**src/rtl/memory_arbiter_if.sv**
```systemverilog
// Cache-side and RAM-side signals of the single-port memory arbiter.
// The slave modport is the arbiter's view; the master modport is the caches plus RAM.
interface memory_arbiter_if #(
    parameter int ADDR_W = 32,
    parameter int DATA_W = 32
);
    // Handshake: a requester raises its enable and holds address and data
    // stable. Its wait is low for exactly the one cycle the access completes.
    // Withdrawing the enable before that cycle cancels the access.
    logic              iREN;
    logic [ADDR_W-1:0] iaddr;
    logic              dREN;
    logic              dWEN;
    logic [ADDR_W-1:0] daddr;
    logic [DATA_W-1:0] dstore;
    logic              iwait;
    logic              dwait;
    logic [DATA_W-1:0] iload;
    logic [DATA_W-1:0] dload;

    logic              ramREN;
    logic              ramWEN;
    logic [ADDR_W-1:0] ramaddr;
    logic [DATA_W-1:0] ramstore;
    logic [DATA_W-1:0] ramload;
    logic [1:0]        ramstate;

    modport slave (
        input  iREN, iaddr, dREN, dWEN, daddr, dstore, ramload, ramstate,
        output iwait, dwait, iload, dload, ramREN, ramWEN, ramaddr, ramstore
    );

    modport master (
        output iREN, iaddr, dREN, dWEN, daddr, dstore, ramload, ramstate,
        input  iwait, dwait, iload, dload, ramREN, ramWEN, ramaddr, ramstore
    );
endinterface

```
**src/rtl/memory_arbiter.sv**
```systemverilog
// Single-port arbiter between icache/dcache and unified RAM: data-first with a
// starvation guard for instruction fetch, plus a watchdog on stuck RAM accesses.
module memory_arbiter #(
    parameter int ADDR_W     = 32,
    parameter int DATA_W     = 32,
    parameter int STARVE_MAX = 4,
    parameter int TIMEOUT    = 255
) (
    input  logic                            CLK,
    input  logic                            nRST,
    memory_arbiter_if.slave                 bus,
    output logic                            err,
    output logic [1:0]                      dbg_state,
    output logic [$clog2(STARVE_MAX+1)-1:0] dbg_starve
);
    localparam int SC_W = $clog2(STARVE_MAX + 1);
    localparam int WD_W = $clog2(TIMEOUT + 1);
    localparam logic [SC_W-1:0] STARVE_LIM = SC_W'(STARVE_MAX);
    localparam logic [WD_W-1:0] WD_LIM     = WD_W'(TIMEOUT);
    localparam logic [1:0] RAM_ACCESS = 2'd2;
    localparam logic [1:0] RAM_ERROR  = 2'd3;

    typedef enum logic [1:0] {
        IDLE  = 2'd0,
        GNT_D = 2'd1,
        GNT_I = 2'd2
    } state_t;

    state_t          state, state_n;
    logic [SC_W-1:0] starve_cnt, starve_n;
    logic [WD_W-1:0] wd_cnt, wd_n;
    logic            err_n;
    logic            d_req;
    logic            starve_force;

    assign d_req        = bus.dREN | bus.dWEN;
    assign starve_force = (starve_cnt == STARVE_LIM) && bus.iREN;

    always_ff @(posedge CLK) begin
        if (!nRST) begin
            state      <= IDLE;
            starve_cnt <= '0;
            wd_cnt     <= '0;
            err        <= 1'b0;
        end else begin
            state      <= state_n;
            starve_cnt <= starve_n;
            wd_cnt     <= wd_n;
            err        <= err_n;
        end
    end

    always_comb begin
        state_n      = state;
        starve_n     = starve_cnt;
        wd_n         = wd_cnt;
        err_n        = err;
        bus.ramREN   = 1'b0;
        bus.ramWEN   = 1'b0;
        bus.ramaddr  = '0;
        bus.ramstore = '0;
        bus.iwait    = 1'b1;
        bus.dwait    = 1'b1;

        case (state)
            IDLE: begin
                if (d_req && !starve_force) begin
                    state_n = GNT_D;
                    wd_n    = '0;
                end else if (bus.iREN) begin
                    state_n = GNT_I;
                    wd_n    = '0;
                end
            end

            GNT_D: begin
                // Write wins when a cache raises both enables.
                bus.ramaddr  = bus.daddr;
                bus.ramWEN   = bus.dWEN;
                bus.ramREN   = bus.dREN & ~bus.dWEN;
                bus.ramstore = bus.dstore;
                if (!d_req) begin
                    state_n = IDLE;
                end else if (bus.ramstate == RAM_ERROR || wd_cnt == WD_LIM) begin
                    err_n   = 1'b1;
                    state_n = IDLE;
                end else if (bus.ramstate == RAM_ACCESS) begin
                    bus.dwait = 1'b0;
                    state_n   = IDLE;
                    if (!bus.iREN)
                        starve_n = '0;
                    else if (starve_cnt != STARVE_LIM)
                        starve_n = starve_cnt + 1'b1;
                end else begin
                    wd_n = wd_cnt + 1'b1;
                end
            end

            GNT_I: begin
                // Enable follows iREN so a withdrawal drops it the same cycle.
                bus.ramaddr = bus.iaddr;
                bus.ramREN  = bus.iREN;
                if (!bus.iREN) begin
                    state_n = IDLE;
                end else if (bus.ramstate == RAM_ERROR || wd_cnt == WD_LIM) begin
                    err_n   = 1'b1;
                    state_n = IDLE;
                end else if (bus.ramstate == RAM_ACCESS) begin
                    bus.iwait = 1'b0;
                    state_n   = IDLE;
                    starve_n  = '0;
                end else begin
                    wd_n = wd_cnt + 1'b1;
                end
            end

            default: state_n = IDLE;
        endcase
    end

    // Load data is a straight passthrough; each cache qualifies it with its wait.
    assign bus.iload  = bus.ramload;
    assign bus.dload  = bus.ramload;
    assign dbg_state  = state;
    assign dbg_starve = starve_cnt;
endmodule

```
**src/flat_wrapper.sv**
```systemverilog
// flat-port wrapper written by rule: the top's interface ports become plain ports
module memory_arbiter_flat 
#(
    parameter int ADDR_W     = 32,
    parameter int DATA_W     = 32,
    parameter int STARVE_MAX = 4,
    parameter int TIMEOUT    = 255
)
  (CLK, nRST, err, dbg_state, dbg_starve, bus_iREN, bus_iaddr, bus_dREN, bus_dWEN, bus_daddr, bus_dstore, bus_ramload, bus_ramstate, bus_iwait, bus_dwait, bus_iload, bus_dload, bus_ramREN, bus_ramWEN, bus_ramaddr, bus_ramstore);
  memory_arbiter_if #(.ADDR_W(ADDR_W), .DATA_W(DATA_W)) bus_i ();
  input  logic CLK;
  input  logic nRST;
  output logic err;
  output logic [1:0] dbg_state;
  output logic [$clog2(STARVE_MAX+1)-1:0] dbg_starve;
  input wire logic [$bits(bus_i.iREN)-1:0] bus_iREN;
  input wire logic [$bits(bus_i.iaddr)-1:0] bus_iaddr;
  input wire logic [$bits(bus_i.dREN)-1:0] bus_dREN;
  input wire logic [$bits(bus_i.dWEN)-1:0] bus_dWEN;
  input wire logic [$bits(bus_i.daddr)-1:0] bus_daddr;
  input wire logic [$bits(bus_i.dstore)-1:0] bus_dstore;
  input wire logic [$bits(bus_i.ramload)-1:0] bus_ramload;
  input wire logic [$bits(bus_i.ramstate)-1:0] bus_ramstate;
  output wire logic [$bits(bus_i.iwait)-1:0] bus_iwait;
  output wire logic [$bits(bus_i.dwait)-1:0] bus_dwait;
  output wire logic [$bits(bus_i.iload)-1:0] bus_iload;
  output wire logic [$bits(bus_i.dload)-1:0] bus_dload;
  output wire logic [$bits(bus_i.ramREN)-1:0] bus_ramREN;
  output wire logic [$bits(bus_i.ramWEN)-1:0] bus_ramWEN;
  output wire logic [$bits(bus_i.ramaddr)-1:0] bus_ramaddr;
  output wire logic [$bits(bus_i.ramstore)-1:0] bus_ramstore;
  assign bus_i.iREN = bus_iREN;
  assign bus_i.iaddr = bus_iaddr;
  assign bus_i.dREN = bus_dREN;
  assign bus_i.dWEN = bus_dWEN;
  assign bus_i.daddr = bus_daddr;
  assign bus_i.dstore = bus_dstore;
  assign bus_i.ramload = bus_ramload;
  assign bus_i.ramstate = bus_ramstate;
  assign bus_iwait = bus_i.iwait;
  assign bus_dwait = bus_i.dwait;
  assign bus_iload = bus_i.iload;
  assign bus_dload = bus_i.dload;
  assign bus_ramREN = bus_i.ramREN;
  assign bus_ramWEN = bus_i.ramWEN;
  assign bus_ramaddr = bus_i.ramaddr;
  assign bus_ramstore = bus_i.ramstore;
  memory_arbiter #(.ADDR_W(ADDR_W), .DATA_W(DATA_W), .STARVE_MAX(STARVE_MAX), .TIMEOUT(TIMEOUT)) u_core (.CLK(CLK), .nRST(nRST), .bus(bus_i), .err(err), .dbg_state(dbg_state), .dbg_starve(dbg_starve));
endmodule
```
**config.mk**
```make
export PLATFORM = sky130hd
export DESIGN_NAME = memory_arbiter_flat
export DESIGN_NICKNAME = d
export VERILOG_FILES = /design/src/rtl/memory_arbiter_if.sv /design/src/rtl/memory_arbiter.sv /design/src/flat_wrapper.sv
export SDC_FILE = /design/constraint.sdc
export NUM_CORES = 1
export LEC_CHECK = 0
export BUFFER_PORTS_ARGS = -buffer_cell sky130_fd_sc_hd__buf_2
export CAP_MARGIN = 10
export CORE_AREA = 3 3 105 107
export DETAILED_ROUTE_END_ITERATION = 12
export DIE_AREA = 0 0 108 110
export GPL_TIMING_DRIVEN = 1
export HOLD_SLACK_MARGIN = 0.12
export SYNTH_ARGS = -nofsm -noshare
export SYNTH_HDL_FRONTEND = slang
export SYNTH_SLANG_ARGS = --single-unit
```
**constraint.sdc**
```tcl
create_clock -name CLK -period 4.1 [get_ports CLK]
set_input_delay 0.82 -clock CLK [delete_from_list [all_inputs] [get_ports CLK]]
set_output_delay 0.82 -clock CLK [all_outputs]
set_load 0.05 [all_outputs]
```
==> results of run 1 <==
[path summary, 6_finish.rpt]
path	slack [ps]	from	endpoint	cells past startpoint
max	830	u_core.dbg_state[1]	bus_dwait	5
min	470	u_core.err	u_core.err	1
max reg2reg	1370	u_core.dbg_state[0]	u_core.wd_cnt[7]	8
min reg2reg	470	u_core.err	u_core.err	1
[cells in the final DEF (no fill, tap or decap), types with 4 or more instances in the layout]
master   Yosys  final
nor2b_1     34     34
o21ai_0      9      9
nand3_1      6      6
and2_1      34     34
a22oi_1     32     32
inv_1        5      5
nand4_1      4      4
buf_2        0    176
nand2_1      9      9
ha_1         7      6
dfxtp_1     14     14
xnor2_1      7      7
nor2_1      12     12
[cells by family (layout without fill, tap and decap cells)]
logic type,count (synthesis),count (layout),synth area share
and+or+nand+nor,115,115,0.322
buffers and inverters,87,185,0.285
AOI/OAI and AO/OA,53,53,0.180
DFF,14,14,0.136
adders and majority gates,7,7,0.0424
xor gates and xnor gates,7,7,0.0297
muxes,1,1,0.00485
[per-layer routing]
layer,GRT usage,part of all wire,vias to the layer above
li1,-,-,1096
met1,0.134,0.38,1021
met2,0.200,0.51,138
met3,0.0268,0.092,13
met4,0.0424,0.020,0
met5,0,0,-
[critical path: stages, from the launching register on]
cell and delay, ps:
dfxtp_1 340, inv_1 100, ha_2 930, o21ai_0 280
or2_2 340, buf_2 210
[flip-flops by register name, indices dropped and copies added, names as in the netlist]
register	flops
u_core.wd_cnt	8
u_core.err	1
u_core.dbg_state	2
u_core.dbg_starve	3
[power by group through the flow]
stage | sequential [mW] | clock (mW) | combinational (mW)
floorplan | 0.161 | 0 | 0.444
global placement | 0.149 | 0 | 0.398
detailed placement | 0.150 | 0 | 0.402
CTS | 0.147 | 0.117 | 0.403
global route | 0.148 | 0.120 | 0.431
finish | 0.148 | 0.111 | 0.401
[layout make-up]
cell class,count,area share
flip-flops and latches,14,0.108
repair buffers,177,0.342
clock buffers,3,0.0159
well taps,136,0.0655
multi-input cells,183,0.461
inverters,5,0.00723
[per-stage QoR]
step	cell area, µm²	std cells	power [mW]	hold slack (ps)	utilization
3_3_place_gp	2550	515	0.547	452	0.250
3_5_place_dp	2550	515	0.552	457	0.250
2_1_floorplan	2060	284	0.605	471	-
4_1_cts	2600	518	0.668	473	0.254
5_1_grt	2600	518	0.699	506	0.254
6_report	2600	518	0.659	473	0.254
==> reports/qor.yml, run 1 <==
via_per_inst: 4.38
io_pins: 273
synth_top_cell_by_area: "buf_4"
grt.total_usage: 0.114
cts.sinks: 14
die_area_um2: 11900
maxSlewHeadroom: 0.237
syn_to_final_growth_pct: 25.8
ys_seq_elements: 14
pwr-share-seq: 0.224
routedWlPerCell_um: 15.5
cts.clk_slew.worst_paths_ps: 60
share_comb_of_total_power: 0.608
p_clk_frac: 0.168
finalClockSkew_ps: 4.04
fin_crit_sh: 0.797
htreeDepth: 1
critPathArrivalTime_ps: 2450
ir_worst_vdd_uv: 139
finalNetCount: 526
worst_slew_pin_slew_ps: 1140
swShare: 0.496
drtIter0Drc: 95
post-synth-top-count-cell: "buf_4"
cts_buffers: 3
syn_avg_cell_area_um2: 7.27
seq_area_um2: 280
max_cap_viol_count: 0
synthCells: 284
start_util: 0.202
cp.required_ps: 3280
fp-row-count: 37
yosys-top-cells-area: "buf_4 24%, dfxtp_1 14%, a22oi_1 12%"
antenna_cells: 0
critPathLaunchType: "flip-flop"
grt_pass1_vias: 2028
multi_input_area_um2: 1200
p_int_mw: 0.332
power.density_nw_per_um2: 254
critPathCaptureType: "output pin"
crit_fanout: 71
hp-class: "reg2reg"
grt-ovfl-total: 0
finalHoldViolations: 0
netSwitchingPower_mw: 0.327
synth_common_cells: "66 x buf_4, 34 x and2_1, 34 x nor2b_1, 32 x a22oi_1, 14 x dfxtp_1"
grt_max_degree: 72
cts_resized: 0
fp.dieH_um: 110
syn_area_um2: 2060
pre_cts_ws_ps: 1100
grt_pass1_wl_um: 10600
antenna_found_initial: 0
setup_violations: 0
synth_ff_type: "dfxtp_1"
yosysSeqAreaShare: 0.136
maxSlewViolCount: 0
dieWidth_um: 108
worstSkewPairLatency_ps: 240
rsz0062_at_grt: "false"
synth_top_area_frac: 0.240
cts_tree: "yes"
n_fill_cell: 1144
leakagePower_nw: 1.29
path_class: "reg2out"
cts_hold_buf: 0
tns_ps: 0
hpwl_um: 6700
outcome: "complete, no violations"
io_buffers: 176
place.gp.congestion: 0.781
synthesis.nets: 426
drive_gt1_frac: 0.484
first_pass_iters: 5
ctsRootBufferMaster: "clkbuf_8"
antenna_left: 0
min_period_ps: 3270
fmaxAchievable_mhz: 306
wirelength_um: 8000
ctsLongestPathBuffers: 2
vias: 2268
post-cts-setup-buffers: 0
core_area_um2: 10200
synth_edf_count: 0
setup_ws_ps: 831
ys_async_sr_fraction: 0
synth_cell_types: 37
drc: 0
yosysWarnings: 0
(Power assumes the default switching activity.)
==> run 2, diff against run 1 <==
==> constraint.sdc (replaced) <==
create_clock -name CLK -period 2.79 [get_ports CLK]
set_input_delay 0.558 -clock CLK [delete_from_list [all_inputs] [get_ports CLK]]
set_output_delay 0.558 -clock CLK [all_outputs]
set_load 0.05 [all_outputs]
==> reports/qor.yml, run 2 (synthesized netlist as in run 1, its figures left out) <==
worstSkewPairLatency_ps: 250  # was 240 ps
syn_to_final_growth_pct: 34.7  # was 25.8%
die_area_um2: 11900  # unchanged
critPathLaunchType: "flip-flop"  # unchanged
setup_ws_ps: 254  # was 831 ps
worst_slew_pin_slew_ps: 526  # was 1140 ps
cts_hold_buf: 0  # unchanged
core_area_um2: 10200  # unchanged
fp.dieH_um: 110  # unchanged
rsz0062_at_grt: "false"  # unchanged
cts_buffers: 3  # unchanged
path_class: "reg2out"  # unchanged
final_util: 0.272  # was 0.254
finalHoldViolations: 0  # unchanged
place.gp.congestion: 0.853  # was 0.781
hpwl_um: 6870  # was 6700 µm
cts.sinks: 14  # unchanged
layout_commonest_cell: "buf_2"  # unchanged
grt_pass1_wl_um: 11200  # was 10600 µm
antenna_cells: 0  # unchanged
max_cap_viol_count: 0  # unchanged
grt_pass1_vias: 2022  # was 2028
outcome: "complete, no violations"  # unchanged
cp_slowest_cell: "ha_2"  # unchanged
ctsRootBufferMaster: "clkbuf_8"  # unchanged
maxSlewHeadroom: 0.640  # was 0.237
first_pass_iters: 4  # was 5
n_fill_cell: 1104  # was 1144
maxSlewViolCount: 0  # unchanged
grt-ovfl-total: 0  # unchanged
cts_resized: 0  # unchanged
vias: 2276  # was 2268
multi_input_area_um2: 1270  # was 1200 µm²
power.density_nw_per_um2: 375  # was 254 nW/µm²
fmaxAchievable_mhz: 394
ir_worst_vdd_uv: 301  # was 139 µV
drc: 0  # unchanged
drive_gt1_frac: 0.570  # was 0.484
drtIter0Drc: 136  # was 95
antenna_found_initial: 0  # unchanged
grt_max_degree: 48  # was 72
io_pins: 273  # unchanged
wirelength_um: 8160  # was 8000 µm
tns_ps: 0  # unchanged
largest_reg_flops: 8  # unchanged
hp-class: "reg2reg"  # unchanged
cts.clk_slew.worst_paths_ps: 60  # about the same
finalNetCount: 531  # was 526
pre_cts_ws_ps: 485  # was 1100 ps
routedWlPerCell_um: 15.6  # was 15.5 µm
leakagePower_nw: 1.35  # was 1.29 nW
via_per_inst: 4.34  # was 4.38
critPathArrivalTime_ps: 1980  # was 2450 ps
ctsLongestPathBuffers: 2  # unchanged
io_buffers: 176  # unchanged
dieWidth_um: 108  # unchanged
worst-path-buf-inv: 3  # was 2
seq_area_um2: 280  # unchanged
layout_common_cells: "173 x buf_2, 34 x and2_1, 32 x a22oi_1"  # was 176 x buf_2, 34 x nor2b_1, 34 x and2_1
critical-path-top-delay-family: "buffers and inverters"  # was adder cells
critPathCaptureType: "output pin"  # unchanged
cts_tree: "yes"  # unchanged
largest_register: "u_core.wd_cnt"  # unchanged
fin_crit_sh: 0.909
crit_fanout: 47  # was 71
antenna_left: 0  # unchanged
start_util: 0.202  # unchanged
setup_violations: 0  # unchanged
post-cts-setup-buffers: 0  # unchanged
grt.total_usage: 0.120  # was 0.114
htreeDepth: 1  # unchanged
fp-row-count: 37  # unchanged
finalClockSkew_ps: 0.925  # was 4.04 ps
critPathMaxStageDelay_ps: 500  # was 930 ps
cp.required_ps: 2230  # was 3280 ps
crit_chain: "inv_1 > ha_2 > buf_12 > a22oi_1 > nor2b_2 > buf_2"  # was inv_1 > ha_2 > o21ai_0 > or2_2 > buf_2
min_period_ps: 2540
run 2: worst paths after layout:
path | start | end | slack [ps] | cells past startpoint
worst max-delay path | u_core.dbg_state[1] | bus_ramaddr[7] | 250 | 6
worst min-delay path | u_core.err | u_core.err | 470 | 1
worst max register to register | u_core.dbg_state[1] | u_core.wd_cnt[7] | 490 | 7
worst min register to register | u_core.err | u_core.err | 470 | 1
run 2: power by group:
part           internal, mW  leakage [nW]  switching (mW)  total (mW)
Combinational         0.213          1.21           0.416       0.629
Clock                 0.125        0.0288          0.0722       0.197
Sequential            0.208         0.114         0.00809       0.216
run 2: stage by stage:
stage	std cells	power (mW)	hold WS, ps	area, µm²
2_1_floorplan	284	0.908	471	2140
3_3_place_gp	520	0.847	449	2730
3_5_place_dp	520	0.851	453	2730
4_1_cts	524	1.05	468	2780
5_1_grt	524	1.10	491	2780
6_report	524	1.04	470	2780
run 2: cell type report:
| cell class | count | area share |
|---|---|---|
| flip-flops and latches | 14 | 0.101 |
| inverters | 5 | 0.00675 |
| clock buffers | 4 | 0.0198 |
| repair buffers | 182 | 0.354 |
| multi-input cells | 183 | 0.458 |
| well taps | 136 | 0.0612 |
run 2: per-layer routing:
metal  vias to the layer above  GRT usage  wire length (µm)  share of wire
li1                       1103          -                 -              -
met1                      1017      0.146              3110           0.38
met2                       147      0.207              3960           0.49
met3                         9     0.0414              1020           0.12
met4                         0     0.0234                69         0.0085
met5                         -          0                 0              0
run 2: worst reg2reg max path, stage by stage, from the launching register on:
cell and delay [ps]:
dfxtp_1 390, inv_1 90, ha_2 330, buf_12 240
a2111o_1 510, nor4_1 410, xnor2_1 160, nor2_1 50
==> run 3, diff against run 2 <==
--- a/config.mk
+++ b/config.mk
@@ -5,11 +5,12 @@
 export SDC_FILE = /design/constraint.sdc
 export NUM_CORES = 1
 export LEC_CHECK = 0
+export ABC_AREA = 1
 export BUFFER_PORTS_ARGS = -buffer_cell sky130_fd_sc_hd__buf_2
 export CAP_MARGIN = 10
-export CORE_AREA = 3 3 105 107
+export CORE_AREA = 3 3 104 106
 export DETAILED_ROUTE_END_ITERATION = 12
-export DIE_AREA = 0 0 108 110
+export DIE_AREA = 0 0 107 109
 export GPL_TIMING_DRIVEN = 1
 export HOLD_SLACK_MARGIN = 0.12
 export SYNTH_ARGS = -nofsm -noshare
==> reports/qor.yml, run 3 <==
finalPower_mw: 1.07  # was 1.04 mW
yosys-top-cells-area: "nand2_1 24%, buf_4 22%, dfxtp_1 13%"  # was buf_4 24%, dfxtp_1 14%, a22oi_1 12%
synth_top_area_frac: 0.236  # was 0.240
worst_slew_pin_slew_ps: 515  # was 526 ps
worstHoldStart: "u_core.err"  # unchanged
htreeDepth: 1  # unchanged
cts.clk_slew.worst_paths_ps: 60  # about the same
critical-path-top-delay-family: "buffers and inverters"  # unchanged
cts.sinks: 14  # unchanged
cp.required_ps: 2230  # about the same
grt_pass1_vias: 2633  # was 2022
outcome: "complete, no violations"  # unchanged
cts_tree: "yes"  # unchanged
grt_pass1_wl_um: 14800  # was 11200 µm
post-synth-top-count-cell: "nand2_1"  # was buf_4
io_buffers: 176  # unchanged
grt.total_usage: 0.163  # was 0.120
synth_edf_count: 0  # unchanged
synth-adder-area-share: 0.0396  # was 0.0424
syn_to_final_growth_pct: 29.2  # was 34.7%
largest_reg_flops: 8  # unchanged
ctsLongestPathBuffers: 2  # unchanged
reg2reg_slack_ps: 940  # was 490 ps
hpwl_um: 8710  # was 6870 µm
setup_ws_ps: 200  # was 254 ps
holdPathEnd: "u_core.err"  # unchanged
cts_resized: 0  # unchanged
yosysWarnings: 0  # unchanged
grt-ovfl-total: 0  # unchanged
start_util: 0.224  # was 0.202
max_cap_viol_count: 0  # unchanged
hp-class: "reg2reg"  # unchanged
worst-path-buf-inv: 4  # was 3
finalNetCount: 650  # was 531
rr_worst_depth: 7  # unchanged
setup_violations: 0  # unchanged
ctsRootBufferMaster: "clkbuf_8"  # unchanged
n_fill_cell: 1146  # was 1104
fmaxAchievable_mhz: 386  # was 394 MHz
synth_compound_area_frac: 0.129  # was 0.180
antenna_cells: 0  # unchanged
synth_top_cell_by_area: "nand2_1"  # was buf_4
ir_worst_vdd_uv: 171  # was 301 µV
layout_common_cells: "175 x buf_2, 139 x nand2_1, 55 x inv_1"  # was 173 x buf_2, 34 x and2_1, 32 x a22oi_1
cp_slowest_cell: "dfxtp_1"  # was ha_2
dpl_cell_area_um2: 2790  # was 2730 µm²
stdcell_area_um2: 2860  # was 2780 µm²
maxSlewViolCount: 0  # unchanged
crit_fanout: 39  # was 47
fp-row-count: 36  # was 37
critPathCaptureType: "output pin"  # unchanged
pre_cts_ws_ps: 379  # was 485 ps
wirelength_um: 10200  # was 8160 µm
syn_area_um2: 2210  # was 2060 µm²
fp.dieH_um: 109  # was 110 µm
rsz0062_at_grt: "false"  # unchanged
muxShareOfSynthArea: 0  # was 0.00485
synthCells: 402  # was 284
drc: 0  # unchanged
ys_async_sr_fraction: 0  # unchanged
final_util: 0.289  # was 0.272
crit_chain: "inv_1 > ha_1 > inv_1 > buf_4 > a21oi_2 > buf_2"  # was inv_1 > ha_2 > buf_12 > a22oi_1 > nor2b_2 > buf_2
grt_max_degree: 43  # was 48
synth_common_cells: "139 x nand2_1, 64 x buf_4, 55 x inv_1, 46 x a21oi_1, 18 x nand3_1"  # was 66 x buf_4, 34 x and2_1, 34 x nor2b_1, 32 x a22oi_1, 14 x dfxtp_1
synth_xor_area_frac: 0.00396  # was 0.0297
place.gp.congestion: 0.860  # was 0.853
critPathMaxStageDelay_ps: 410  # was 500 ps
synth_cell_types: 26  # was 37
first_pass_iters: 5  # was 4
fin_crit_sh: 0.928  # was 0.909
antenna_left: 0  # unchanged
maxSlewHeadroom: 0.657  # was 0.640
core_area_um2: 9860  # was 10200 µm²
largest_register: "u_core.wd_cnt"  # unchanged
worstSkewPairLatency_ps: 250  # about the same
stdcell_count: 640  # was 524
crit_cells: 6  # unchanged
r2r-start: "u_core.dbg_state[1]"  # unchanged
critPathArrivalTime_ps: 2030  # was 1980 ps
die_area_um2: 11700  # was 11900 µm²
finalHoldViolations: 0  # unchanged
syn_avg_cell_area_um2: 5.50  # was 7.27 µm²
reg2reg_to: "u_core.wd_cnt[2]"  # was u_core.wd_cnt[7]
synth_ff_type: "dfxtp_1"  # unchanged
io_pins: 273  # unchanged
antenna_found_initial: 0  # unchanged
drive_gt1_frac: 0.408  # was 0.570
vias: 2774  # was 2276
routedWlPerCell_um: 15.9  # was 15.6 µm
via_per_inst: 4.33  # was 4.34
synth_top_family_by_area: "simple AND/OR/NAND/NOR gates"  # unchanged
min_period_ps: 2590  # was 2540 ps
synth-simple-area-share: 0.354  # was 0.322
path_class: "reg2out"  # unchanged
cp_common_cell: "inv_1"
yosysSeqAreaShare: 0.127  # was 0.136
ys_seq_elements: 14  # unchanged
power.density_nw_per_um2: 376  # was 375 nW/µm²
layout_commonest_cell: "buf_2"  # unchanged
cts_buffers: 3  # unchanged
critPathLaunchType: "flip-flop"  # unchanged
leakagePower_nw: 1.68  # was 1.35 nW
place_inst: 636  # was 520
finalClockSkew_ps: 4.22  # was 0.925 ps
dieWidth_um: 107  # was 108 µm
synthesis.nets: 544  # was 426
post-cts-setup-buffers: 0  # unchanged
hold_path_depth: 2  # was 1
cts_hold_buf: 0  # unchanged
drtIter0Drc: 169  # was 136
[run 3: final cells by class]
| cell class | count | area (µm²) | area share |
|---|---|---|---|
| tap | 133 | 166 | 0.0583 |
| timing repair buffer | 181 | 921 | 0.323 |
| clock buffer | 4 | 55.1 | 0.0193 |
| sequential | 14 | 280 | 0.0982 |
| multi-input combinational | 250 | 1210 | 0.426 |
| inverter | 58 | 218 | 0.0762 |
[run 3: report_power, final]
| part | internal (mW) | switching, mW |
|---|---|---|
| Combinational | 0.168 | 0.481 |
| Sequential | 0.212 | 0.0112 |
| Clock | 0.125 | 0.0757 |
[run 3: cell families after synthesis]
group           count (synthesis)
compound gates                 56
flops                          14
fa+ha+maj                       7
xor+xnor                        1
buf+inv                       138
simple gates                  186
[run 3: worst max path at each step]
stage / startpoint / to / slack [ps]
after floorplan: u_core.dbg_state[0] / bus_ramaddr[11] / -240
after global placement: u_core.dbg_state[0] / bus_ramaddr[0] / 460
after detailed placement: u_core.dbg_state[1] / bus_ramaddr[0] / 380
after CTS: u_core.dbg_state[1] / bus_ramaddr[0] / 90
after global routing: u_core.dbg_state[1] / bus_ramaddr[1] / 10
final: u_core.dbg_state[1] / bus_ramaddr[1] / 200
[run 3: per-stage QoR]
stage / setup TNS (ps) / hold slack, ps
2_1_floorplan: -4360 / 472
3_3_place_gp: 0 / 460
3_5_place_dp: 0 / 461
4_1_cts: 0 / 492
5_1_grt: 0 / 547
6_report: 0 / 491
[run 3: tightest hold or removal path: cells and delay by family, from the launching register on]
family	cells	cell delay (ps)
DFF	1	330
and+or+nand+nor	1	80
AOI/OAI and AO/OA	1	40
[run 3: layer usage]
metal / vias to the layer above / global-route usage / wire (µm)
li1: 1372 / - / -
met1: 1233 / 0.195 / 4030
met2: 165 / 0.289 / 4980
met3: 4 / 0.0562 / 1120
met4: 0 / 0.0228 / 35
met5: - / 0 / 0
